File: src/rtl/fpu_lib.sv
// Shared fp16 FPU types: operands, op codes, status flags and dispatcher states.
package fpu_lib;

  typedef logic [15:0] fp16_t;

  typedef enum logic [1:0] {
    FPU_ADD = 2'd0,
    FPU_SUB = 2'd1,
    FPU_MUL = 2'd2
  } fpuOp_t;

  typedef struct packed {
    logic nv;
    logic dz;
    logic of;
    logic uf;
    logic nx;
  } statusFlag_t;

  typedef enum logic [2:0] {
    IDLE,
    ARITH_HOLD,
    MUL_RST,
    MUL_START,
    MUL_WAIT,
    RESP
  } dispatchState_t;

  localparam fp16_t FPU_QNAN = 16'h7E00;

  // Flags reported for anything the dispatcher refuses or abandons.
  function automatic statusFlag_t invalidFlags();
    statusFlag_t f;
    f    = '0;
    f.nv = 1'b1;
    return f;
  endfunction

endpackage

File: src/rtl/fpu_req_fifo.sv
// Request FIFO; pointers carry one extra wrap bit so full and empty stay distinct.
module fpu_req_fifo #(
  parameter int  DEPTH = 4,
  parameter type T     = logic [7:0]
) (
  input  logic clock,
  input  logic reset,
  input  logic push,
  input  T     pushData,
  input  logic pop,
  output logic full,
  output logic empty,
  output T     head
);

  localparam int AW = $clog2(DEPTH);
  localparam logic [AW:0] PTR_ONE = 1;

  T            mem [DEPTH];
  logic [AW:0] wrPtr;
  logic [AW:0] rdPtr;

  assign empty = (wrPtr == rdPtr);
  assign full  = (wrPtr[AW-1:0] == rdPtr[AW-1:0]) && (wrPtr[AW] != rdPtr[AW]);
  assign head  = mem[rdPtr[AW-1:0]];

  always_ff @(posedge clock) begin
    if (reset) begin
      wrPtr <= '0;
      rdPtr <= '0;
    end else begin
      if (push && !full) wrPtr <= wrPtr + PTR_ONE;
      if (pop && !empty) rdPtr <= rdPtr + PTR_ONE;
    end
  end

  always_ff @(posedge clock) begin
    if (push && !full) mem[wrPtr[AW-1:0]] <= pushData;
  end

endmodule

File: src/rtl/fpu_dispatch.sv
// In-order request dispatcher in front of fpu16: queues tagged requests, drives
// operands/op/reset/start, and returns one tagged result at a time.
module fpu_dispatch
  import fpu_lib::*;
#(
  parameter int DEPTH       = 4,
  parameter int ADD_HOLD    = 2,
  parameter int MUL_TIMEOUT = 64,
  parameter int TAG_W       = 3
) (
  input  logic              clock,
  input  logic              reset,
  input  logic              reqValid,
  output logic              reqReady,
  input  fp16_t             reqIn1,
  input  fp16_t             reqIn2,
  input  fpuOp_t            reqOp,
  output logic [TAG_W-1:0]  reqTag,
  output fp16_t             fpuIn1,
  output fp16_t             fpuIn2,
  output fpuOp_t            op,
  output logic              fpuReset,
  output logic              start,
  input  logic              mulDone,
  input  fp16_t             fpuOut,
  input  statusFlag_t       statusFlags,
  output logic              rspValid,
  input  logic              rspReady,
  output fp16_t             rspResult,
  output statusFlag_t       rspFlags,
  output logic [TAG_W-1:0]  rspTag,
  output logic              rspTimeout
);

  typedef struct packed {
    fp16_t            in1;
    fp16_t            in2;
    fpuOp_t           op;
    logic [TAG_W-1:0] tag;
  } fpuReq_t;

  localparam int HOLD_W = (ADD_HOLD > 1) ? $clog2(ADD_HOLD) : 1;
  localparam int TO_W   = (MUL_TIMEOUT > 1) ? $clog2(MUL_TIMEOUT) : 1;
  localparam logic [HOLD_W-1:0] HOLD_INIT = HOLD_W'(ADD_HOLD - 1);
  localparam logic [HOLD_W-1:0] HOLD_ONE  = 1;
  localparam logic [TO_W-1:0]   TO_LAST   = TO_W'(MUL_TIMEOUT - 1);
  localparam logic [TO_W-1:0]   TO_ONE    = 1;
  localparam logic [TAG_W-1:0]  TAG_ONE   = 1;

  dispatchState_t    state;
  logic [HOLD_W-1:0] holdCnt;
  logic [TO_W-1:0]   toCnt;
  logic [TAG_W-1:0]  curTag;
  logic              push;
  logic              pop;
  logic              full;
  logic              empty;
  fpuReq_t           pushReq;
  fpuReq_t           headReq;

  assign reqReady = !full;
  assign push     = reqValid && !full;
  assign pop      = (state == IDLE) && !empty;
  assign fpuReset = reset || (state == MUL_RST);
  assign start    = (state == MUL_START);
  assign rspValid = (state == RESP);

  always_comb begin
    pushReq     = '0;
    pushReq.in1 = reqIn1;
    pushReq.in2 = reqIn2;
    pushReq.op  = reqOp;
    pushReq.tag = reqTag;
  end

  fpu_req_fifo #(
    .DEPTH (DEPTH),
    .T     (fpuReq_t)
  ) reqFifo (
    .clock    (clock),
    .reset    (reset),
    .push     (push),
    .pushData (pushReq),
    .pop      (pop),
    .full     (full),
    .empty    (empty),
    .head     (headReq)
  );

  always_ff @(posedge clock) begin
    if (reset) reqTag <= '0;
    else if (push) reqTag <= reqTag + TAG_ONE;
  end

  always_ff @(posedge clock) begin
    if (reset) begin
      state      <= IDLE;
      fpuIn1     <= '0;
      fpuIn2     <= '0;
      op         <= FPU_ADD;
      curTag     <= '0;
      holdCnt    <= '0;
      toCnt      <= '0;
      rspResult  <= '0;
      rspFlags   <= '0;
      rspTag     <= '0;
      rspTimeout <= 1'b0;
    end else begin
      unique case (state)
        IDLE: begin
          if (!empty) begin
            fpuIn1     <= headReq.in1;
            fpuIn2     <= headReq.in2;
            op         <= headReq.op;
            curTag     <= headReq.tag;
            rspTimeout <= 1'b0;
            case (headReq.op)
              FPU_ADD, FPU_SUB: begin
                holdCnt <= HOLD_INIT;
                state   <= ARITH_HOLD;
              end
              FPU_MUL: state <= MUL_RST;
              default: begin
                rspResult <= FPU_QNAN;
                rspFlags  <= invalidFlags();
                rspTag    <= headReq.tag;
                state     <= RESP;
              end
            endcase
          end
        end
        ARITH_HOLD: begin
          if (holdCnt == '0) begin
            rspResult <= fpuOut;
            rspFlags  <= statusFlags;
            rspTag    <= curTag;
            state     <= RESP;
          end else begin
            holdCnt <= holdCnt - HOLD_ONE;
          end
        end
        MUL_RST: state <= MUL_START;
        MUL_START: begin
          toCnt <= '0;
          state <= MUL_WAIT;
        end
        MUL_WAIT: begin
          // The cycle holding count MUL_TIMEOUT-1 is the last one mulDone may arrive in.
          if (mulDone) begin
            rspResult <= fpuOut;
            rspFlags  <= statusFlags;
            rspTag    <= curTag;
            state     <= RESP;
          end else if (toCnt == TO_LAST) begin
            rspResult  <= FPU_QNAN;
            rspFlags   <= invalidFlags();
            rspTag     <= curTag;
            rspTimeout <= 1'b1;
            state      <= RESP;
          end else begin
            toCnt <= toCnt + TO_ONE;
          end
        end
        RESP: if (rspReady) state <= IDLE;
        default: state <= IDLE;
      endcase
    end
  end

endmodule

File: config.mk
export PLATFORM = sky130hd
export DESIGN_NAME = fpu_dispatch
export DESIGN_NICKNAME = d
export VERILOG_FILES = /design/src/rtl/fpu_lib.sv /design/src/rtl/fpu_req_fifo.sv /design/src/rtl/fpu_dispatch.sv
export SDC_FILE = /design/constraint.sdc
export NUM_CORES = 1
export LEC_CHECK = 0
export CORE_ASPECT_RATIO = 0.6
export CORE_MARGIN = 2
export CORE_UTILIZATION = 49
export DETAILED_ROUTE_END_ITERATION = 12
export GPL_ROUTABILITY_DRIVEN = 0
export MAX_ROUTING_LAYER = met4
export PLACE_DENSITY = 0.75
export SETUP_SLACK_MARGIN = 0.5
export SLEW_MARGIN = 25
export SYNTH_ARGS = -nofsm -noshare
export SYNTH_HDL_FRONTEND = slang
export SYNTH_HIERARCHICAL = 1
export SYNTH_SLANG_ARGS = --single-unit
File: constraint.sdc
create_clock -name clock -period 3.5 [get_ports clock]
set_input_delay 0.525 -clock clock [delete_from_list [all_inputs] [get_ports clock]]
set_output_delay 0.525 -clock clock [all_outputs]
set_load 0.02 [all_outputs]
==> results.toml, run 1 <==
[outcome]
outcome = "complete, no violations"

[min_path]
hold_path_startpoint = "fpuIn2[7]$_SDFFE_PP0P_"
hp-class = "flip-flop to flip-flop"

[timing]
rsz0062_at_grt = "no"
setup_viol = 0
max_freq_mhz = 346
period_share_pct = 82.7
min_period_ns = 2.89
finalHoldViolCount = 0
worstMarginPinSlew_ns = 0.726
slew_viol_final = 0
relSlewSlack_pct = 51.4
totalNegativeSetupSlack_ns = 0
final.setup_skew_ns = 0.0121

[clocking]
clkLatencyLatePin_ns = 0.49
cts.htree.levels = 1
cts_buffer_depth = 3
cts.clk_slew.worst_paths_ns = 0.06
root_buffer = "clkbuf_16"
numCtsBuffers = 22
cts_tree = "yes"
postCtsHoldBufs = 0
clock_sinks = 231

[floorplan]
io_pins = 126
die_x_um = 179
std_cell_rows = 38
dieHeight_um = 109
initial_core_util_pct = 49.9
dieArea_um2 = 19500
core_um2 = 18000

[route]
wl_um = 20000
drt_iter0_markers = 488
num_vias = 5752
drc = 0
via_per_inst = 5.68
wl_per_cell_um = 19.8
ant_nets = 0
dr.pass1.iters = 5

[yosys]
ys_ff_latch = 231
synth.distinct_cells = 53
syn_area_um2 = 9000
synthArstFlopShare_pct = 0
ys_warn_count = 6
netlist_instances = 635
synth_flop_cell = "edfxtp_1"
ys_seq_area_share_pct = 67.9
syn_area_per_cell_um2 = 14.2
synth-edff-count = 148
syn_nets = 702

[global_routing]
grtUsageTotal_pct = 21.2
grt_max_degree = 46
overflow = 0
grt_pass1_wl_um = 30700
antenna_found_initial = 1
grt_pass1_vias = 5777

[worst_setup_path]
end_kind = "primary output"
cp_max_fo = 8
path_class = "flip-flop to primary output"
crit_start = "reqFifo/rdPtr[0]$_SDFFE_PP0P_"
worst_setup_path_start_kind = "flip-flop"
cp.required_ns = 2.97
critical_path_arrival_ns = 2.37
r2r-start = "reqFifo/rdPtr[0]$_SDFFE_PP0P_"

[finish]
layout_commonest_cell = "edfxtp_1"
fin_nets = 822
final_cell_mix = "edfxtp_1 (148), clkdlybuf4s50_1 (124), nand2_1 (91), dfxtp_1 (81), a21oi_1 (69)"
layout-drive-gt1-share_pct = 13.0
area_delta_synth_final_pct = 24.6

[power_and_ir_drop]
p_sw_share_pct = 34.0
clkPwrFrac_pct = 24.9
p_int_mw = 6.18
leakagePower_nw = 3.65
p_comb_share_pct = 33.4
switching_power_mw = 3.18
power.total_mw = 9.35
vdd_ir_drop_max_uv = 493
power.density_nw_per_um2 = 835
power.share.sequential_pct = 41.7

[job]
cap_violations = 0

[place]
hpwl_um = 12700
io_buffer_count = 125
==> metrics by stage <==
| stage | hold WS (ns) | std cells | area (um^2) | worst slack, ns | util (%) |
|---|---|---|---|---|---|
| 2_1_floorplan | 0.436 | 635 | 9010 | 0.565 | - |
| 3_3_place_gp | 0.443 | 971 | 10400 | 0.619 | 58.0 |
| 3_5_place_dp | 0.448 | 971 | 10400 | 0.493 | 58.0 |
| 4_1_cts | 0.458 | 1011 | 11200 | 0.471 | 61.9 |
| 5_1_grt | 0.481 | 1012 | 11200 | 0.495 | 62.2 |
| 6_report | 0.456 | 1012 | 11200 | 0.607 | 62.2 |
==> critical path, cell delays in order, from the launching register on <==
cell	delay (ns)
dfxtp_1	0.58
xnor2_4	0.23
nand2_1	0.22
nor2_1	0.24
inv_1	0.06
clkdlybuf4s50_1	0.55
==> power by group through the flow <==
stage	sequential [mW]	combinational [mW]	clock, mW
after CTS	3.89	3.09	2.37
after detailed placement	3.93	3.06	0
final	3.90	3.13	2.33
after floorplan	4.12	1.77	0
after global placement	3.88	2.98	0
after global routing	3.96	3.39	2.48
==> flip-flops by register name, summed over array words and instances, names as in the netlist, named ones only <==
signal         flops
reqFifo/mem      148
fpuIn1            16
fpuIn2            16
rspResult         16
toCnt              6
rspFlags           5
curTag             3
reqFifo/rdPtr      3
reqFifo/wrPtr      3
reqTag             3
rspTag             3
state              3
op                 2
holdCnt            1
rspTimeout         1
==> final timing paths <==
| check | endpoint | slack, ns | depth (start not counted) |
|---|---|---|---|
| worst max register to register | reqFifo/mem[0][10]$_DFFE_PP_ | 0.71 | 8 |
| worst min register to register | fpuIn2[7]$_SDFFE_PP0P_ | 0.46 | 2 |
| worst min-delay path | fpuIn2[7]$_SDFFE_PP0P_ | 0.46 | 2 |
| worst max-delay path | reqReady | 0.61 | 5 |
==> routing by layer <==
layer / up-vias / global-route usage, % / share of wire [%]
met5: - / - / 0
met4: 0 / 4.88 / 1.6
met3: 33 / 3.66 / 6.7
met2: 213 / 33.5 / 47
met1: 2856 / 29.0 / 44
li1: 2650 / - / -
==> repair_timing <==
item	CTS	global route
setup endpoints to repair	44	154
gates resized for setup	1	9
pin swaps	0	0
setup buffers	0	0
endpoints found under the hold margin	0	0
==> cell type report <==
class / count / area, um^2
flip-flops and latches: 231 / 6110
inverters: 11 / 43.8
clock buffers: 33 / 613
fillers: 1327 / 6810
repair buffers: 136 / 1360
multi-input cells: 353 / 2690
clock inverters: 7 / 90.1
diodes: 1 / 2.50
well taps: 240 / 300
==> cells by family after synthesis <==
family | count (synthesis) | synth area share, %
muxes | 45 | 10.2
AOI/OAI and AO/OA | 124 | 8.25
buffers and inverters | 51 | 3.02
xor gates and xnor gates | 8 | 0.779
and+or+nand+nor | 169 | 8.96
DFF | 231 | 67.9
adders and majority gates | 7 | 0.974
==> Yosys cell counts (2+ instances only) <==
library cell  instances  share of area [%]
edfxtp_1            148                 49
nand2_1              91                3.8
dfxtp_1              83                 18
a21oi_1              69                3.8
mux4_2               37                9.3
o21ai_0              21                1.2
buf_2                17               0.95
nand4_1              16                1.1
nor2_1               14               0.58
nor3_1               11               0.61
buf_4                10               0.83
clkbuf_1             10               0.42
inv_1                10               0.42
mux2i_1               8               0.89
nor4_1                8               0.56
ha_1                  7               0.97
nand3_1               6               0.33
a211oi_1              5               0.42
o211ai_1              5               0.42
a31oi_1               4               0.28
nor3b_1               4               0.33
or3_1                 4               0.28
xnor2_1               4               0.39
xor2_1                4               0.39
and2_1                3               0.21
a2111o_1              2               0.25
a211o_1               2               0.19
a21oi_2               2               0.19
a41oi_1               2               0.19
nand2b_1              2               0.14
nand3b_1              2               0.17
nor2b_1               2               0.14
o2111ai_1             2               0.19
(Power assumes the default switching activity.)
==> inputs of run 2 (changes only) <==
CORE_UTILIZATION = 54   (was 49)
PLACE_DENSITY = 0.78   (was 0.75)
clock period = 2.9 ns   (was 3.5 ns; I/O delays follow)
==> run 2 against run 1 <==
  * Clock skew down 0.0028 ns
  * Die area fell by 9.0%
  * Worst setup slack worse by 0.034 ns
  * Clock power grew 19%
  * Register-to-register slack worse by 0.12 ns
  * Routed wire length decreased by 1.2%
  * Non-clock buffer count rose by 6
  * First-iteration DRC count is 33% higher
  * Flip-flop and latch count did not move
==> results.toml, run 2 (same netlist as run 1, synthesis figures left out) <==
[floorplan]
dieArea_um2 = 17700
core_um2 = 16300
die_x_um = 171
std_cell_rows = 36
io_pins = 126
dieHeight_um = 104
initial_core_util_pct = 55.3

[timing]
rsz0062_at_grt = "yes"
relSlewSlack_pct = 40.2
max_freq_mhz = 430
min_period_ns = 2.33
setup_viol = 0
finalHoldViolCount = 0
totalNegativeSetupSlack_ns = 0
period_share_pct = 80.2
final.setup_skew_ns = 0.00934
slew_viol_final = 0
worstMarginPinSlew_ns = 0.896

[power_and_ir_drop]
power.density_nw_per_um2 = 1010
p_sw_share_pct = 34.0
vdd_ir_drop_max_uv = 704
power.share.sequential_pct = 41.3
p_int_mw = 7.47
p_comb_share_pct = 34.1
switching_power_mw = 3.85
clkPwrFrac_pct = 24.6
leakagePower_nw = 3.69
power.total_mw = 11.3

[finish]
area_delta_synth_final_pct = 25.0
final_cell_mix = "edfxtp_1 (148), clkdlybuf4s50_1 (122), nand2_1 (90), dfxtp_1 (75), a21oi_1 (69)"
fin_util_pct = 69.2
fin_nets = 827
largest_register_ffs = 148
layout_commonest_cell = "edfxtp_1"
final_cell_count_no_fill = 1003
layout-drive-gt1-share_pct = 15.2

[global_routing]
grt_max_degree = 85
grt_use_met3_pct = 4.19
grt_pass1_vias = 5754
grt_pass1_wl_um = 31300
met1_usage_pct = 33.3
gr-usage-met2_pct = 36.2
grtUsageTotal_pct = 23.4
grt_most_used_layer = "met2"
antenna_found_initial = 0
overflow = 0

[worst_setup_path]
cp.buffers_inverters = 1
cp_top_family = "buffers and inverters"
r2r-start = "reqFifo/rdPtr[1]$_SDFFE_PP0P_"
end_kind = "primary output"
cp_max_fo = 13
r2r_slack_ns = 0.59
critical_path_arrival_ns = 1.89
cp_cell_sequence = "nand2_2, nor2_1, clkdlybuf4s50_1"
r2r_end = "reqFifo/mem[2][16]$_DFFE_PP_"
path_class = "flip-flop to primary output"
critPathMaxStageDelay_ns = 0.62
cp_slowest_cell = "clkdlybuf4s50_1"
worst_setup_path_start_kind = "flip-flop"
reg2regPathDepth = 8
cp.required_ns = 2.47

[route]
wl_per_cell_um = 19.7
num_vias = 5831
dr.pass1.iters = 5
wl_um = 19800
drc = 0
via_per_inst = 5.81
drt_iter0_markers = 651
ant_nets = 0

[clocking]
clkLatencyLatePin_ns = 0.49
cts_tree = "yes"
clock_sinks = 231
cts_buffer_depth = 3
root_buffer = "clkbuf_16"
postCtsHoldBufs = 0
cts.clk_slew.worst_paths_ns = 0.07
numCtsBuffers = 21
cts.htree.levels = 1

[min_path]
min_path_cells = 3
hold-path-endpoint = "holdCnt$_SDFFE_PP0P_"
hp-class = "input pin to flip-flop"
hold_path_startpoint = "reset"

[place]
hpwl_um = 12500
placed_cells = 964
io_buffer_count = 125

[outcome]
outcome = "complete, no violations"

[job]
cap_violations = 0
## run 2: how the worst max path moves through the flow
stage | from | depth (start not counted) | slack [ns] | to
6_report | state[0]$_SDFFE_PP0P_ | 3 | 0.57 | rspValid
5_1_grt | reqFifo/rdPtr[2]$_SDFFE_PP0P_ | 7 | 0.45 | rspTag[0]$_SDFFE_PP0P_
4_1_cts | reqFifo/rdPtr[0]$_SDFFE_PP0P_ | 5 | 0.37 | reqReady
3_5_place_dp | reqFifo/wrPtr[1]$_SDFFE_PP0P_ | 7 | 0.17 | rspResult[11]$_SDFFE_PP0P_
3_3_place_gp | reqFifo/wrPtr[1]$_SDFFE_PP0P_ | 7 | 0.39 | rspTag[2]$_SDFFE_PP0P_
2_1_floorplan | reqFifo/rdPtr[1]$_SDFFE_PP0P_ | 7 | 0.53 | reqFifo/mem[3][0]$_DFFE_PP_
## run 2: layout make-up
type | count | area (um^2)
Antenna cell | 1 | 2.50
Clock buffer | 24 | 547
Clock inverter | 13 | 143
Fill cell | 1070 | 5020
Inverter | 11 | 41.3
Multi-Input combinational cell | 353 | 2680
Sequential cell | 231 | 6120
Tap cell | 228 | 285
Timing Repair Buffer | 142 | 1430
## run 2: repair_timing
action | CTS | global route
buffers inserted | 1 | 0
gates resized for setup | 9 | 6
setup endpoints to repair | 186 | 62
pin swaps | 1 | 0
## run 2: power groups by stage
stage               combinational, mW  clock, mW  sequential [mW]
global placement                 3.69          0             4.66
floorplan                        2.14          0             4.97
global route                     4.18       2.98             4.75
CTS                              3.86       2.83             4.67
detailed placement               3.82          0             4.72
finish                           3.87       2.78             4.68
## run 2: worst reg2reg max path, stage by stage (launching register included)
cell     delay, ns
dfxtp_2       0.45
xnor2_4       0.11
nand2_1       0.17
nor2_2        0.09
nor2b_4       0.26
inv_1         0.09
a31oi_1       0.29
and2_4        0.30
buf_12        0.22
## run 2: layer usage
metal | share of wire [%] | wire length, um
met2 | 48 | 9400
met4 | 1.5 | 287
met5 | 0 | 0
met3 | 7.9 | 1560
met1 | 43 | 8510
## run 2: through the flow
step,hold WS [ns],instance area [um^2],setup slack (ns)
final,0.280,11200,0.573
after global routing,0.261,11200,0.451
after CTS,0.263,11200,0.369
after detailed placement,0.447,10500,0.170
after global placement,0.442,10500,0.389
after floorplan,0.436,9020,0.527
==> inputs of run 3 (changes only) <==
clock period = 2.3 ns   (was 2.9 ns; I/O delays follow)
==> run 3 against run 2 <==
  * Design area up 12%
  * Clock power up 37%
  * Register-to-register slack worse by 0.30 ns
  * Final cell count up 6.4%
  * Global-route usage up 2.6 points
  * Clock skew up 0.0045 ns
  * Combinational power up 72%
  * Routed wire length up 39%
  * Non-clock buffer count up 61
  * Largest cell class unchanged
  * Via count up 15%
==> results.toml, run 3 (same netlist as run 1, synthesis figures left out) <==
[outcome]
outcome = "complete, no violations"

[finish]
area_delta_synth_final_pct = 39.6
nFillCells = 855
layout_commonest_cell = "edfxtp_1"
final_cell_mix = "edfxtp_1 (148), nand2_1 (86), dfxtp_1 (70), clkdlybuf4s50_1 (62), a21oi_1 (58)"
largest_register_ffs = 148
layout-drive-gt1-share_pct = 28.5
fin_nets = 890

[worst_setup_path]
path_class = "flip-flop to flip-flop"
worst_setup_path_start_kind = "flip-flop"
r2r_slack_ns = 0.29
end_kind = "flip-flop"
critical_path_arrival_ns = 2.43
cp_max_fo = 5
r2r_end = "rspTag[1]$_SDFFE_PP0P_"
crit_path_end = "rspTag[1]$_SDFFE_PP0P_"
cp.required_ns = 2.72
reg2regPathDepth = 5

[clocking]
clkLatencyLatePin_ns = 0.51
postCtsHoldBufs = 0
cts.clk_slew.worst_paths_ns = 0.07
cts_buffer_depth = 3
root_buffer = "clkbuf_16"
numCtsBuffers = 21
clock_sinks = 231
cts_tree = "yes"
cts.htree.levels = 1

[route]
num_vias = 6699
drc = 0
drt_iter0_markers = 758
dr.pass1.iters = 5
wl_um = 27500
via_per_inst = 6.28
ant_nets = 0
wl_per_cell_um = 25.8

[global_routing]
met1_usage_pct = 36.5
grt_use_met3_pct = 4.07
grt_pass1_wl_um = 34200
grt_most_used_layer = "met2"
antenna_found_initial = 1
gr-usage-met2_pct = 40.5
grt_max_degree = 53
grtUsageTotal_pct = 26.0
grt_pass1_vias = 6099
overflow = 0

[timing]
fin_ws_ns = 0.293
relSlewSlack_pct = 58.3
setup_viol = 0
finalHoldViolCount = 0
period_share_pct = 87.3
max_freq_mhz = 498
worstMarginPinSlew_ns = 0.626
rsz0062_at_grt = "yes"
slew_viol_final = 0
min_period_ns = 2.01
totalNegativeSetupSlack_ns = 0
final.setup_skew_ns = 0.0138

[floorplan]
initial_core_util_pct = 55.3
dieArea_um2 = 17700
std_cell_rows = 36
die_x_um = 171
io_pins = 126
core_um2 = 16300
dieHeight_um = 104

[power_and_ir_drop]
power.density_nw_per_um2 = 1300
leakagePower_nw = 4.77
vdd_ir_drop_max_uv = 663

[min_path]
hp-class = "input pin to flip-flop"
hold_path_startpoint = "reset"

[place]
pre_cts_ws_ns = 0.125
hpwl_um = 12800
io_buffer_count = 125

[job]
cap_violations = 0
## run 3: cell types whose count changed in the layout (fill, tap and decap cells not counted), moves of 6 or more
| cell | previous run | this run |
|---|---|---|
| clkdlybuf4s50_1 | 122 | 62 |
| dlygate4sd2_1 | 1 | 35 |
| buf_4 | 13 | 35 |
| dlymetal6s2s_1 | 1 | 23 |
| buf_6 | 0 | 16 |
| o21ai_0 | 21 | 8 |
| a21oi_1 | 69 | 58 |
| a21oi_2 | 2 | 13 |
| clkbuf_16 | 21 | 31 |
| o21ai_1 | 1 | 9 |
| dfxtp_4 | 2 | 8 |
| o21ai_2 | 0 | 6 |
## run 3: critical path, cell delays in order, from the launching register on
cell and delay [ns]:
dfxtp_4 0.41, mux4_2 0.57, a211o_4 0.40, o2111ai_4 0.15, nor2_1 0.16, a211oi_1 0.24
## run 3: per-layer routing
| metal | part of all wire [%] | up-vias | wire [um] |
|---|---|---|---|
| li1 | - | 2804 | - |
| met1 | 38 | 3327 | 10500 |
| met2 | 48 | 486 | 13300 |
| met3 | 10 | 82 | 2750 |
| met4 | 3.5 | 0 | 949 |
| met5 | 0 | - | 0 |
## run 3: where the power goes
group	leakage [nW]	switching (mW)	internal [mW]	total (mW)
Combinational	2.35	3.88	2.76	6.64
Clock	0.367	1.57	2.24	3.81
Sequential	2.05	0.521	5.41	5.93
Total	4.77	5.97	10.4	16.4
## run 3: cell type report
| type | count | area, um^2 | area share [%] |
|---|---|---|---|
| Multi-Input combinational cell | 355 | 3030 | 24.1 |
| Tap cell | 228 | 285 | 2.27 |
| Sequential cell | 231 | 6140 | 48.9 |
| Clock buffer | 27 | 578 | 4.60 |
| Antenna cell | 1 | 2.50 | 0.0199 |
| Timing Repair Buffer | 203 | 2310 | 18.4 |
| Clock inverter | 11 | 163 | 1.30 |
| Inverter | 11 | 48.8 | 0.389 |
## run 3: metrics by stage
| step | cells | util, % | total power, mW | hold slack (ns) | cell area (um^2) |
|---|---|---|---|---|---|
| 4_1_cts | 1032 | 72.6 | 15.2 | 0.172 | 11800 |
| 5_1_grt | 1067 | 77.2 | 16.9 | 0.232 | 12600 |
| 3_3_place_gp | 973 | 65.7 | 10.9 | 0.441 | 10700 |
| 2_1_floorplan | 635 | - | 9.26 | 0.436 | 9190 |
| 3_5_place_dp | 973 | 65.7 | 11.1 | 0.448 | 10700 |
| 6_report | 1067 | 77.2 | 16.4 | 0.232 | 12600 |
## run 3: timing repair
action / CTS / global route
gates resized for setup: 94 / 86
gates cloned: 7 / 18
pin swaps: 5 / 29
setup endpoints to repair: 263 / 198
buffers inserted: 14 / 16
hold endpoints to repair: 0 / 0
## run 3: how the worst min path moves through the flow
stage	endpoint	slack, ns	cells after the start
after global placement	fpuIn2[15]$_SDFFE_PP0P_	0.44	2
final	holdCnt$_SDFFE_PP0P_	0.23	3
after detailed placement	fpuIn2[13]$_SDFFE_PP0P_	0.45	2
after CTS	holdCnt$_SDFFE_PP0P_	0.17	3
after floorplan	curTag[0]$_SDFFE_PP0P_	0.44	2
after global routing	holdCnt$_SDFFE_PP0P_	0.23	3
